`src/rtl/gpu_pkg.sv`:
```
// Shared GPU types and constants: framebuffer geometry, 640x480@60 VGA
// timing defaults and the 3-3-2 to 4-4-4 color expansion.
package gpu_pkg;

    localparam int FB_WIDTH  = 320;
    localparam int FB_HEIGHT = 240;
    localparam int FB_ADDR_W = 17;

    localparam int VGA_H_VISIBLE = 640;
    localparam int VGA_H_FP      = 16;
    localparam int VGA_H_SYNC    = 96;
    localparam int VGA_H_BP      = 48;
    localparam int VGA_V_VISIBLE = 480;
    localparam int VGA_V_FP      = 10;
    localparam int VGA_V_SYNC    = 2;
    localparam int VGA_V_BP      = 33;

    // Counter width covers 800 columns and 525 lines.
    localparam int CNT_W = 10;

    // Sync strobes travelling down the output pipeline (active high inside).
    typedef struct packed {
        logic hsync;
        logic vsync;
    } sync_t;

    // RRRGGGBB -> {R4,G4,B4}; MSBs are replicated into the new LSBs so
    // full-scale inputs map to full-scale outputs.
    function automatic logic [11:0] expand332(input logic [7:0] d);
        return {d[7:5], d[7], d[4:2], d[4], d[1:0], d[1:0]};
    endfunction

endpackage

```
`src/rtl/vga_timing_gen.sv`:
```
// Free-running VGA raster counters with sync, visible and vblank decode.
// All decode outputs are combinational from the counter registers.
module vga_timing_gen
    import gpu_pkg::*;
#(
    parameter int H_VISIBLE = VGA_H_VISIBLE,
    parameter int H_FP      = VGA_H_FP,
    parameter int H_SYNC    = VGA_H_SYNC,
    parameter int H_BP      = VGA_H_BP,
    parameter int V_VISIBLE = VGA_V_VISIBLE,
    parameter int V_FP      = VGA_V_FP,
    parameter int V_SYNC    = VGA_V_SYNC,
    parameter int V_BP      = VGA_V_BP
) (
    input  logic             clk,
    input  logic             rst,
    output logic [CNT_W-1:0] hcount,
    output logic [CNT_W-1:0] vcount,
    output logic             visible,
    output logic             hsync,
    output logic             vsync,
    output logic             vblank,
    output logic             line_end,
    output logic             frame_end
);

    localparam int H_TOTAL = H_VISIBLE + H_FP + H_SYNC + H_BP;
    localparam int V_TOTAL = V_VISIBLE + V_FP + V_SYNC + V_BP;

    localparam logic [CNT_W-1:0] H_LAST = CNT_W'(H_TOTAL - 1);
    localparam logic [CNT_W-1:0] V_LAST = CNT_W'(V_TOTAL - 1);
    localparam logic [CNT_W-1:0] H_VIS  = CNT_W'(H_VISIBLE);
    localparam logic [CNT_W-1:0] V_VIS  = CNT_W'(V_VISIBLE);
    localparam logic [CNT_W-1:0] HS_BEG = CNT_W'(H_VISIBLE + H_FP);
    localparam logic [CNT_W-1:0] HS_END = CNT_W'(H_VISIBLE + H_FP + H_SYNC - 1);
    localparam logic [CNT_W-1:0] VS_BEG = CNT_W'(V_VISIBLE + V_FP);
    localparam logic [CNT_W-1:0] VS_END = CNT_W'(V_VISIBLE + V_FP + V_SYNC - 1);

    assign line_end  = (hcount == H_LAST);
    assign frame_end = line_end && (vcount == V_LAST);

    // Column counter wraps each line; line counter steps on the column wrap.
    always_ff @(posedge clk) begin
        if (!rst) begin
            hcount <= '0;
            vcount <= '0;
        end else if (line_end) begin
            hcount <= '0;
            vcount <= (vcount == V_LAST) ? '0 : vcount + 1'b1;
        end else begin
            hcount <= hcount + 1'b1;
        end
    end

    assign visible = (hcount < H_VIS) && (vcount < V_VIS);
    assign hsync   = (hcount >= HS_BEG) && (hcount <= HS_END);
    assign vsync   = (vcount >= VS_BEG) && (vcount <= VS_END);
    assign vblank  = (vcount >= V_VIS);

endmodule

```
`src/rtl/frame_scanout.sv`:
```
// Display-side framebuffer reader: 2x2 pixel replication from a 320x240
// 8-bit bank, 3-3-2 color expansion, sync/DE alignment with rgb, and
// front/back bank swapping at vblank entry.
// Pipeline: counters -> registered address/enable -> registered rgb/de/sync.
// fb_rd_data is sampled on the edge after the address register updates.
module frame_scanout
    import gpu_pkg::*;
#(
    parameter int H_VISIBLE = VGA_H_VISIBLE,
    parameter int H_FP      = VGA_H_FP,
    parameter int H_SYNC    = VGA_H_SYNC,
    parameter int H_BP      = VGA_H_BP,
    parameter int V_VISIBLE = VGA_V_VISIBLE,
    parameter int V_FP      = VGA_V_FP,
    parameter int V_SYNC    = VGA_V_SYNC,
    parameter int V_BP      = VGA_V_BP
) (
    input  logic                 clk,
    input  logic                 rst,
    output logic [FB_ADDR_W-1:0] fb_rd_addr,
    output logic                 fb_rd_en,
    input  logic [7:0]           fb_rd_data,
    output logic                 front_buf,
    input  logic                 swap_req,
    output logic                 swap_ack,
    output logic                 hsync_n,
    output logic                 vsync_n,
    output logic                 de,
    output logic [11:0]          rgb,
    output logic                 vblank
);

    localparam int STAGES = 2;
    localparam logic [CNT_W-1:0]     V_VIS      = CNT_W'(V_VISIBLE);
    localparam logic [FB_ADDR_W-1:0] ROW_STRIDE = FB_ADDR_W'(FB_WIDTH);

    logic [CNT_W-1:0]     hcount;
    logic [CNT_W-1:0]     vcount;
    logic                 visible;
    logic                 line_end;
    logic                 frame_end;
    logic                 vblank_entry;
    sync_t                sync_now;
    sync_t [STAGES:1]     sync_pipe;
    logic  [STAGES:1]     vld_pipe;
    logic [FB_ADDR_W-1:0] row_base;
    logic [FB_ADDR_W-1:0] pix_addr;

    vga_timing_gen #(
        .H_VISIBLE (H_VISIBLE),
        .H_FP      (H_FP),
        .H_SYNC    (H_SYNC),
        .H_BP      (H_BP),
        .V_VISIBLE (V_VISIBLE),
        .V_FP      (V_FP),
        .V_SYNC    (V_SYNC),
        .V_BP      (V_BP)
    ) u_tmg (
        .clk       (clk),
        .rst       (rst),
        .hcount    (hcount),
        .vcount    (vcount),
        .visible   (visible),
        .hsync     (sync_now.hsync),
        .vsync     (sync_now.vsync),
        .vblank    (vblank),
        .line_end  (line_end),
        .frame_end (frame_end)
    );

    assign vblank_entry = (hcount == '0) && (vcount == V_VIS);

    // Horizontal 2x replication: drop the column LSB.
    assign pix_addr = row_base + FB_ADDR_W'(hcount >> 1);

    // Row base advances one framebuffer row after every second visible line.
    always_ff @(posedge clk) begin
        if (!rst) begin
            row_base <= '0;
        end else if (frame_end) begin
            row_base <= '0;
        end else if (line_end && vcount[0] && (vcount < V_VIS)) begin
            row_base <= row_base + ROW_STRIDE;
        end
    end

    // Bank swap only at vblank entry, so a frame is always read from one bank.
    always_ff @(posedge clk) begin
        if (!rst) begin
            front_buf <= 1'b0;
            swap_ack  <= 1'b0;
        end else begin
            swap_ack <= vblank_entry && swap_req;
            if (vblank_entry && swap_req) begin
                front_buf <= ~front_buf;
            end
        end
    end

    // Output pipeline: stage 1 address/enable, stage 2 rgb and delayed syncs.
    always_ff @(posedge clk) begin
        if (!rst) begin
            fb_rd_addr <= '0;
            vld_pipe   <= '0;
            sync_pipe  <= '0;
            rgb        <= '0;
        end else begin
            if (visible) begin
                fb_rd_addr <= pix_addr;
            end
            vld_pipe[1]  <= visible;
            vld_pipe[2]  <= vld_pipe[1];
            sync_pipe[1] <= sync_now;
            sync_pipe[2] <= sync_pipe[1];
            rgb          <= vld_pipe[1] ? expand332(fb_rd_data) : '0;
        end
    end

    assign fb_rd_en = vld_pipe[1];
    assign de       = vld_pipe[STAGES];
    assign hsync_n  = ~sync_pipe[STAGES].hsync;
    assign vsync_n  = ~sync_pipe[STAGES].vsync;

endmodule

```
`config.mk`:
```
export PLATFORM = sky130hd
export DESIGN_NAME = frame_scanout
export DESIGN_NICKNAME = d
export VERILOG_FILES = /design/src/rtl/gpu_pkg.sv /design/src/rtl/vga_timing_gen.sv /design/src/rtl/frame_scanout.sv
export SDC_FILE = /design/constraint.sdc
export NUM_CORES = 1
export LEC_CHECK = 0
export CORE_ASPECT_RATIO = 0.9
export CORE_MARGIN = 5
export CORE_UTILIZATION = 53
export DETAILED_ROUTE_END_ITERATION = 8
export GPL_TIMING_DRIVEN = 0
export PLACE_DENSITY = 0.83
export REMOVE_ABC_BUFFERS = 1
export SYNTH_ARGS = -nofsm -noshare
export SYNTH_HDL_FRONTEND = slang
export SYNTH_HIERARCHICAL = 1
export SYNTH_SLANG_ARGS = --single-unit
export TNS_END_PERCENT = 50
```
`constraint.sdc`:
```
create_clock -name clk -period 3.3 [get_ports clk]
set_input_delay 0.825 -clock clk [delete_from_list [all_inputs] [get_ports clk]]
set_output_delay 0.825 -clock clk [all_outputs]
set_load 0.03 [all_outputs]
```
Yosys cells after proc, flatten, opt, wreduce, memory -nomap -nowiden
Cells that the tools add are included.
W data, S select, Z words.
{"block": "classes", "addsub": 4, "n_mul": 0, "div_mod_pow": 0, "magnitude_cmp": 7, "eq_ne": 3, "shift": 0, "mux": 1, "bitwise_logic": 4, "reduce_logical": 12}
{"operator": "$add A10 B1 Y10 const B", "n": 2}
{"operator": "$eq A10 B10 Y1 const B", "n": 2}
{"operator": "$ge A10 B9 Y1 const B", "n": 2}
{"operator": "$add A17 B9 Y17", "n": 1}
{"operator": "$add A17 B9 Y17 const B", "n": 1}
{"operator": "$eq A10 B9 Y1 const B", "n": 1}
{"operator": "$ge A10 B10 Y1 const B", "n": 1}
{"operator": "$le A10 B10 Y1 const B", "n": 1}
{"operator": "$le A10 B9 Y1 const B", "n": 1}
{"operator": "$logic_not A10 Y1", "n": 1}
{"operator": "$lt A10 B10 Y1 const B", "n": 1}
{"operator": "$lt A10 B9 Y1 const B", "n": 1}
{"operator": "$mux W10", "n": 1}
{"operator": "$logic_and A1 B1 Y1", "n": 8}
{"operator": "$not A1 Y1", "n": 4}
{"operator": "$reduce_or A2 Y1", "n": 2}
{"operator": "$reduce_and A2 Y1", "n": 1}
{"block": "totals", "regBits": 74, "latchBits": 0, "ramBits": 0, "mem_bits_ro": 0, "inputBits": 11, "mem_count": 0}

Depth between registers and ports, before layout
Gate-level depths: netlist of run 1.
{"block": "depth", "depth_word": 3, "depth_mapped": 9, "depth_no_buf": 8}

Modules after synthesis
The synthesis of run 1 kept the hierarchy.
{"mod": "frame_scanout", "instances": 1, "cells_per_inst": 198, "area_per_inst_um2": 1890.6}
{"mod": "vga_timing_gen", "instances": 1, "cells_per_inst": 125, "area_per_inst_um2": 1057.3}

Least setup slack after synthesis of run 1
No wires, ideal clock.
{"block": "synth_path", "path_type": "register to register", "from": "reg u_tmg.hcount[0]", "to": "reg row_base[14]", "arrival_ns": 2.565, "required_time_ns": 3.229, "path_slack_ns": 0.665, "stages_incl_launch_ff": 10, "period_less_slack_ns": 2.635, "cell_sequence": "dfxtp_1 ha_1 nand4_1 or4_1 clkbuf_1 inv_1 nand3b_1 a21o_4 or4_1 a21oi_1"}
{"block": "synth_between", "elab_chain_len": 3, "word_cells_on_any_way": 5}
{"element": "start: declaration", "line": "vga_timing_gen.sv:17", "source": "output logic [CNT_W-1:0] hcount,"}
{"element": "start signal: assignment", "line": "vga_timing_gen.sv:51", "source": "hcount <= hcount + 1'b1;"}
{"element": "$eq A10 B10 Y1 *", "line": "vga_timing_gen.sv:39", "source": "assign line_end = (hcount == H_LAST);"}
{"element": "named net line_end", "line": "frame_scanout.sv:40", "source": "logic line_end;"}
{"element": "$logic_and A1 B1 Y1, on equally long branches", "line": "vga_timing_gen.sv:40, frame_scanout.sv:82"}
{"element": "$reduce_or A2 Y1 (no source line) or $logic_and A1 B1 Y1 (tied branches)"}
{"element": "end signal: assignment", "line": "frame_scanout.sv:83", "source": "row_base <= row_base + ROW_STRIDE;"}
{"element": "end: declaration", "line": "frame_scanout.sv:46", "source": "logic [FB_ADDR_W-1:0] row_base;"}
The timed path passes the listed nets; every way through them passes the cells marked *.
A chain may end at the register's enable or synchronous reset.

Worst setup path in the final report of run 1
{"block": "layout_path", "from": "reg u_tmg.hcount[1]", "to": "reg row_base[14]"}
Same word-level chain as after synthesis.

==> results of run 1 <==
## per-stage QoR
stage               setup slack [ns]  area [um^2]  power, mW  setup TNS, ns  std cells
global route                  0.0294         3580       1.50              0        435
detailed placement           -0.0476         3410      0.885        -0.0476        420
finish                         0.240         3580       1.45              0        435
CTS                            0.264         3590       1.47              0        435
floorplan                      0.677         2850      0.845              0        306
global placement            -0.00337         3400      0.883       -0.00337        419
## registers in the layout, indices dropped and copies added, names as in the netlist
register,count
swap_ack,1
vld_pipe,2
row_base,11
sync_pipe,4
u_tmg/vcount,10
front_buf,1
fb_rd_addr,17
u_tmg/hcount,10
rgb,8
## power by group through the flow
stage | sequential (mW) | combinational [mW] | clock, mW
global placement | 0.807 | 0.0759 | 0
detailed placement | 0.808 | 0.0773 | 0
CTS | 0.790 | 0.0780 | 0.600
finish | 0.790 | 0.0764 | 0.585
global route | 0.792 | 0.0821 | 0.629
floorplan | 0.823 | 0.0211 | 0
## routing by layer
metal	vias to the layer above	global-route usage [%]	share of wire, %
li1	1222	-	-
met1	1128	23.0	45
met2	89	27.8	44
met3	11	5.98	8.9
met4	0	7.25	1.7
met5	-	0	0
## layout make-up
| cell class | count | area share (%) |
|---|---|---|
| tap | 67 | 2.34 |
| clock inverter | 5 | 0.943 |
| timing repair buffer | 47 | 13.1 |
| sequential | 64 | 35.8 |
| clock buffer | 10 | 3.84 |
| inverter | 14 | 1.47 |
| multi-input combinational | 228 | 42.5 |
## worst register-to-register path, cell delays in order, from the launching register on
cell and delay [ns]:
dfxtp_1 0.42, ha_1 0.27, nand4_1 0.28, or4_1 0.71, inv_1 0.18, nand3b_1 0.20, a21o_4 0.27, or4_1 0.51
a21oi_1 0.15
## path summary, 6_finish.rpt
path / slack (ns) / startpoint / endpoint / cells after the start
worst min register to register: 0.44 / sync_pipe[1]$_SDFF_PN0_ / sync_pipe[3]$_SDFF_PN0_ / 1
worst min-delay path: 0.44 / sync_pipe[1]$_SDFF_PN0_ / sync_pipe[3]$_SDFF_PN0_ / 1
worst max register to register: 0.24 / u_tmg/hcount[1]$_SDFF_PP0_ / row_base[14]$_SDFFE_PP0P_ / 8
worst max-delay path: 0.24 / u_tmg/hcount[1]$_SDFF_PP0_ / row_base[14]$_SDFFE_PP0P_ / 8
## cells by family after synthesis
kind of cell / after synthesis / synth area share (%)
adder cells (fa/ha/maj): 10 / 4.50
XOR/XNOR: 24 / 7.13
flip-flops: 64 / 43.5
AO/OA/AOI/OAI: 55 / 11.7
multiplexers: 10 / 3.40
AND/OR/NAND/NOR: 129 / 24.8
buffers and inverters: 31 / 5.01
## cells in the mapped netlist (all sizes together) (6+ instances only)
cell,number
a21oi,18
and2,11
and3,10
buf,8
clkbuf,9
dfxtp,64
ha,9
inv,14
mux2i,10
nand2,17
nand3,10
nand4,8
nor2,24
nor2b,10
nor4,8
o21ai,17
xnor2,18
xor2,6
==> run summary, run 1 <==
I/O pin total -> 47
Post-DR wirelength/cell -> 13.9 um
WS Path Type -> reg -> reg
Skew final -> 0.00971 ns
Floorplan core area -> 0.00532 mm^2
Unrepaired setup endpoints after global routing -> false
PwrDens -> 406 mW/mm^2
Initial antenna violation count -> 0
Cell row count -> 25
Fin util -> 67.3%
Vias in the first global route -> 2,211
Slowest cell delay on critical path -> 0.71 ns
Final HPWL DP -> 4270 um
Startpoint types -> flip-flop
FFs w/ async S/R, synth -> 0%
Max cap viols -> 0
Most frequent cells in the layout -> dfxtp_1 (64), clkdlybuf4s50_1 (45), nor2_1 (23)
Clk sink count -> 64
Multi-input logic area -> 0.00152 mm^2
CTS buffer count -> 9
Synth area leaders -> dfxtp_1 (43%), xnor2_1 (5.3%), ha_1 (3.8%), mux2i_1 (3.4%), a21oi_1 (3.1%)
Share of post-route cells with drive strength above 1 -> 7.07%
Synth unique cells -> 50
Leading cell type in the layout, fill and taps excluded -> dfxtp_1
Residual DRC count -> 0
Sequential area share after synthesis -> 43.5%
Worst VDD drop -> 0.270 mV
Worst hold slack -> 0.435 ns
Post-Syn Area -> 0.00295 mm^2
Worst Tran Pin Value -> 0.670 ns
Flop pwr share -> 54.4%
CTS root buffer -> clkbuf_8
Iter 0 DRT Violations -> 140
CP endpoint kind -> flip-flop
First drt pass iteration count -> 4
Gpl congestion -> 0.841
Yosys reg bits -> 64
Switch Pwr -> 349 uW
GRT Util Overall -> 17.9%
Setup bufs post-CTS -> 0
Yosys top cell area share -> 43.5%
Period Utilization, post-route -> 92.7%
CTS tree -> built
Mapped Cells -> 323
Worst path cell trace -> ha_1, nand4_1, or4_1, inv_1, nand3b_1, a21o_4, or4_1, a21oi_1
Minimum clock period -> 3.06 ns
Post-Syn Area per Cell -> 9.13 um^2
Global route overflow -> 0
Final Setup Violations -> 0
Filler cells -> 448
Cell repeated most along the worst path -> or4_1
Sw frac -> 24.0%
Clock power frac -> 40.3%
DR vias -> 2,450
Clk_lat worst skew -> 0.35 ns
Synth Flop Type -> dfxtp_1
Post-CTS Hold Buffers -> 0
Post-synth EDFFs -> 0
Clk slew on worst S/H paths -> 0.07 ns
Crit path buf inv count -> 1
Starting Density -> 55.4%
Worst EP required -> 3.57 ns
Chip Height -> 80.8 um
Die area -> 0.00716 mm^2
CTS H-tree lvls -> 3
FF/Latch Area -> 0.00128 mm^2
Max Slew Vio Count -> 0
Largest net degree at the start of global routing -> 49
P_int -> 1.10 mW
Max Buffers Root-to-Sink -> 2
Slowest-stage cell, CP -> or4_1
Post-cts resize count -> 0
Final #Nets -> 385
Relative slew slack -> 55.3%
CP Max Fanout -> 9
Antenna Cells -> 0
Status -> finished, final reports clean
First-pass GRT wire length -> 10,000 um
CP top delay family -> simple AND/OR/NAND/NOR gates
Post-Route WL -> 6050 um
Max Clock Freq -> 0.327 GHz
Die X -> 88.6 um
Layout area overhead -> 21.5%
Hold Path Class -> reg -> reg
Synth Warn # -> 6
Port Buf Inserts -> 46
Crit path DAT -> 3.33 ns
Cell leakage power -> 1.32 nW
DRT antenna net count -> 0
Comb pwr share -> 5.3%
Fin. Hold Viols -> 0
Cell taking the most area after synthesis -> dfxtp_1
Via density -> 5.63
No activity file was read; power rests on OpenSTA's default activity.
==> run 2: changes to the inputs <==
RECOVER_POWER = 25   (was not set)
==> run 2 against run 1 <==
- maximum frequency fell by 0.44%
- global-route usage did not move
- hold slack got worse by 0.0010 ns
- die area did not move
- via count fell by 0.20%
- largest cell class unchanged
- the run now ends with capacitance limit, slew limit left
==> run summary, run 2 (synthesized netlist as in run 1, its figures left out) <==
Final #Nets -> 385
Largest regs -> fb_rd_addr (17), row_base (11)
WS Path Type -> reg -> reg
Worst path cell trace -> ha_1, nand4_1, or4_1, inv_1, nand3b_1, a21o_4, or4_1, a21oi_1
CTS root buffer -> clkbuf_8
Relative slew slack -> -7.11%
Max Slew Vio Count -> 49
Share of post-route cells with drive strength above 1 -> 6.79%
First drt pass iteration count -> 4
Chip Height -> 80.8 um
Post-CTS Hold Buffers -> 0
Layout area overhead -> 21.4%
Period Utilization, post-route -> 93.1%
Setup TNS Final -> 0 ns
Fin. Hold Viols -> 0
Clk sink count -> 64
Worst VDD drop -> 0.270 mV
Global route overflow -> 0
PwrDens -> 406 mW/mm^2
Vias in the first global route -> 2,211
Placed Cells -> 420
Die area -> 0.00716 mm^2
Antenna Cells -> 0
Worst EP required -> 3.57 ns
Cell row count -> 25
DR vias -> 2,445
Via density -> 5.62
Final HPWL DP -> 4270 um
CP Max Fanout -> 9
CTS tree -> built
Top reg by flops -> fb_rd_addr
Final Setup Violations -> 0
Starting Density -> 55.4%
Max cap viols -> 1
DRT antenna net count -> 0
Crit path buf inv count -> 1
I/O pin total -> 47
Layout Cells excl Fill -> 435
Iter 0 DRT Violations -> 123
Slowest-stage cell, CP -> or4_1
CP endpoint kind -> flip-flop
Violations in the final reports -> capacitance limit, slew limit
Port Buf Inserts -> 46
Unrepaired setup endpoints after global routing -> false
Die X -> 88.6 um
Initial antenna violation count -> 0
Post-DR wirelength/cell -> 13.9 um
CTS buffer count -> 9
Worst Tran Pin Value -> 1.61 ns
Cell leakage power -> 1.31 nW
Skew final -> 0.00947 ns
Residual DRC count -> 0
Leading cell type in the layout, fill and taps excluded -> dfxtp_1
Status -> finished with violations
Setup bufs post-CTS -> 0
CP top delay family -> simple AND/OR/NAND/NOR gates
CTS H-tree lvls -> 3
Cell repeated most along the worst path -> or4_1
GRT Util Overall -> 17.9%
First-pass GRT wire length -> 10,000 um
Post-cts resize count -> 0
Startpoint types -> flip-flop
Gpl congestion -> 0.841
Clk slew on worst S/H paths -> 0.07 ns
Clk_lat worst skew -> 0.35 ns
Max Clock Freq -> 0.325 GHz
Max Buffers Root-to-Sink -> 2
Crit path DAT -> 3.34 ns
Slowest cell delay on critical path -> 0.71 ns
Most frequent cells in the layout -> dfxtp_1 (64), clkdlybuf4s50_1 (45), nor2_1 (23)
Largest net degree at the start of global routing -> 49
Floorplan core area -> 0.00532 mm^2
Minimum clock period -> 3.07 ns
Hold Path Class -> reg -> reg
Post-Route WL -> 6040 um
Max FFs per register -> 17
## run 2: changes by cell type in the layout (fill, tap and decap cells not counted)
cell / before / now
clkbuf_1: 0 / 1
and2_0: 0 / 7
and2_1: 11 / 4
buf_2: 1 / 0
## run 2: layer usage
metal | global-route usage [%] | share of wire [%] | wire [um] | vias to the layer above
met5 | 0 | 0 | 0 | -
met1 | 23.0 | 45 | 2730 | 1131
met4 | 7.25 | 1.7 | 101 | 0
met2 | 27.8 | 44 | 2650 | 79
li1 | - | - | - | 1221
met3 | 5.98 | 9.1 | 549 | 14
## run 2: cell type report
class / instances / area (um^2)
fillers: 449 / 1740
clock buffers: 10 / 138
multi-input cells: 228 / 1520
flip-flops and latches: 64 / 1280
inverters: 14 / 52.6
repair buffers: 47 / 469
well taps: 67 / 83.8
clock inverters: 5 / 33.8
## run 2: where the power goes
part / total [mW] / internal, mW / switching, mW
clock: 0.585 / 0.287 / 0.299
combinational: 0.0764 / 0.0352 / 0.0412
sequential: 0.790 / 0.782 / 0.00860
total: 1.45 / 1.10 / 0.349
## run 2: metrics by stage
| step | power, mW | hold WS [ns] | util [%] | area, um^2 | worst slack, ns |
|---|---|---|---|---|---|
| 2_1_floorplan | 0.845 | 0.412 | - | 2850 | 0.677 |
| 3_5_place_dp | 0.885 | 0.425 | 64.2 | 3410 | -0.0476 |
| 6_report | 1.45 | 0.434 | 67.3 | 3580 | 0.227 |
| 3_3_place_gp | 0.883 | 0.415 | 63.9 | 3400 | -0.00337 |
| 5_1_grt | 1.50 | 0.457 | 67.3 | 3580 | 0.0218 |
| 4_1_cts | 1.47 | 0.441 | 67.4 | 3590 | 0.264 |
## run 2: worst reg2reg max path, delay by kind of cell, from the launching register on
kind                     cells  cell delay [ns]
AND/OR/NAND/NOR              4             1.70
flip-flops                   1             0.42
AO/OA/AOI/OAI                2             0.43
buffers and inverters        1             0.18
adder cells (fa/ha/maj)      1             0.27
## run 2: final timing paths
kind,start,endpoint,slack [ns],cells past startpoint
worst max register to register,u_tmg/hcount[1]$_SDFF_PP0_,row_base[14]$_SDFFE_PP0P_,0.23,8
worst min-delay path,sync_pipe[1]$_SDFF_PN0_,sync_pipe[3]$_SDFF_PN0_,0.43,1
worst min register to register,sync_pipe[1]$_SDFF_PN0_,sync_pipe[3]$_SDFF_PN0_,0.43,1
worst max-delay path,u_tmg/hcount[1]$_SDFF_PP0_,row_base[14]$_SDFFE_PP0P_,0.23,8
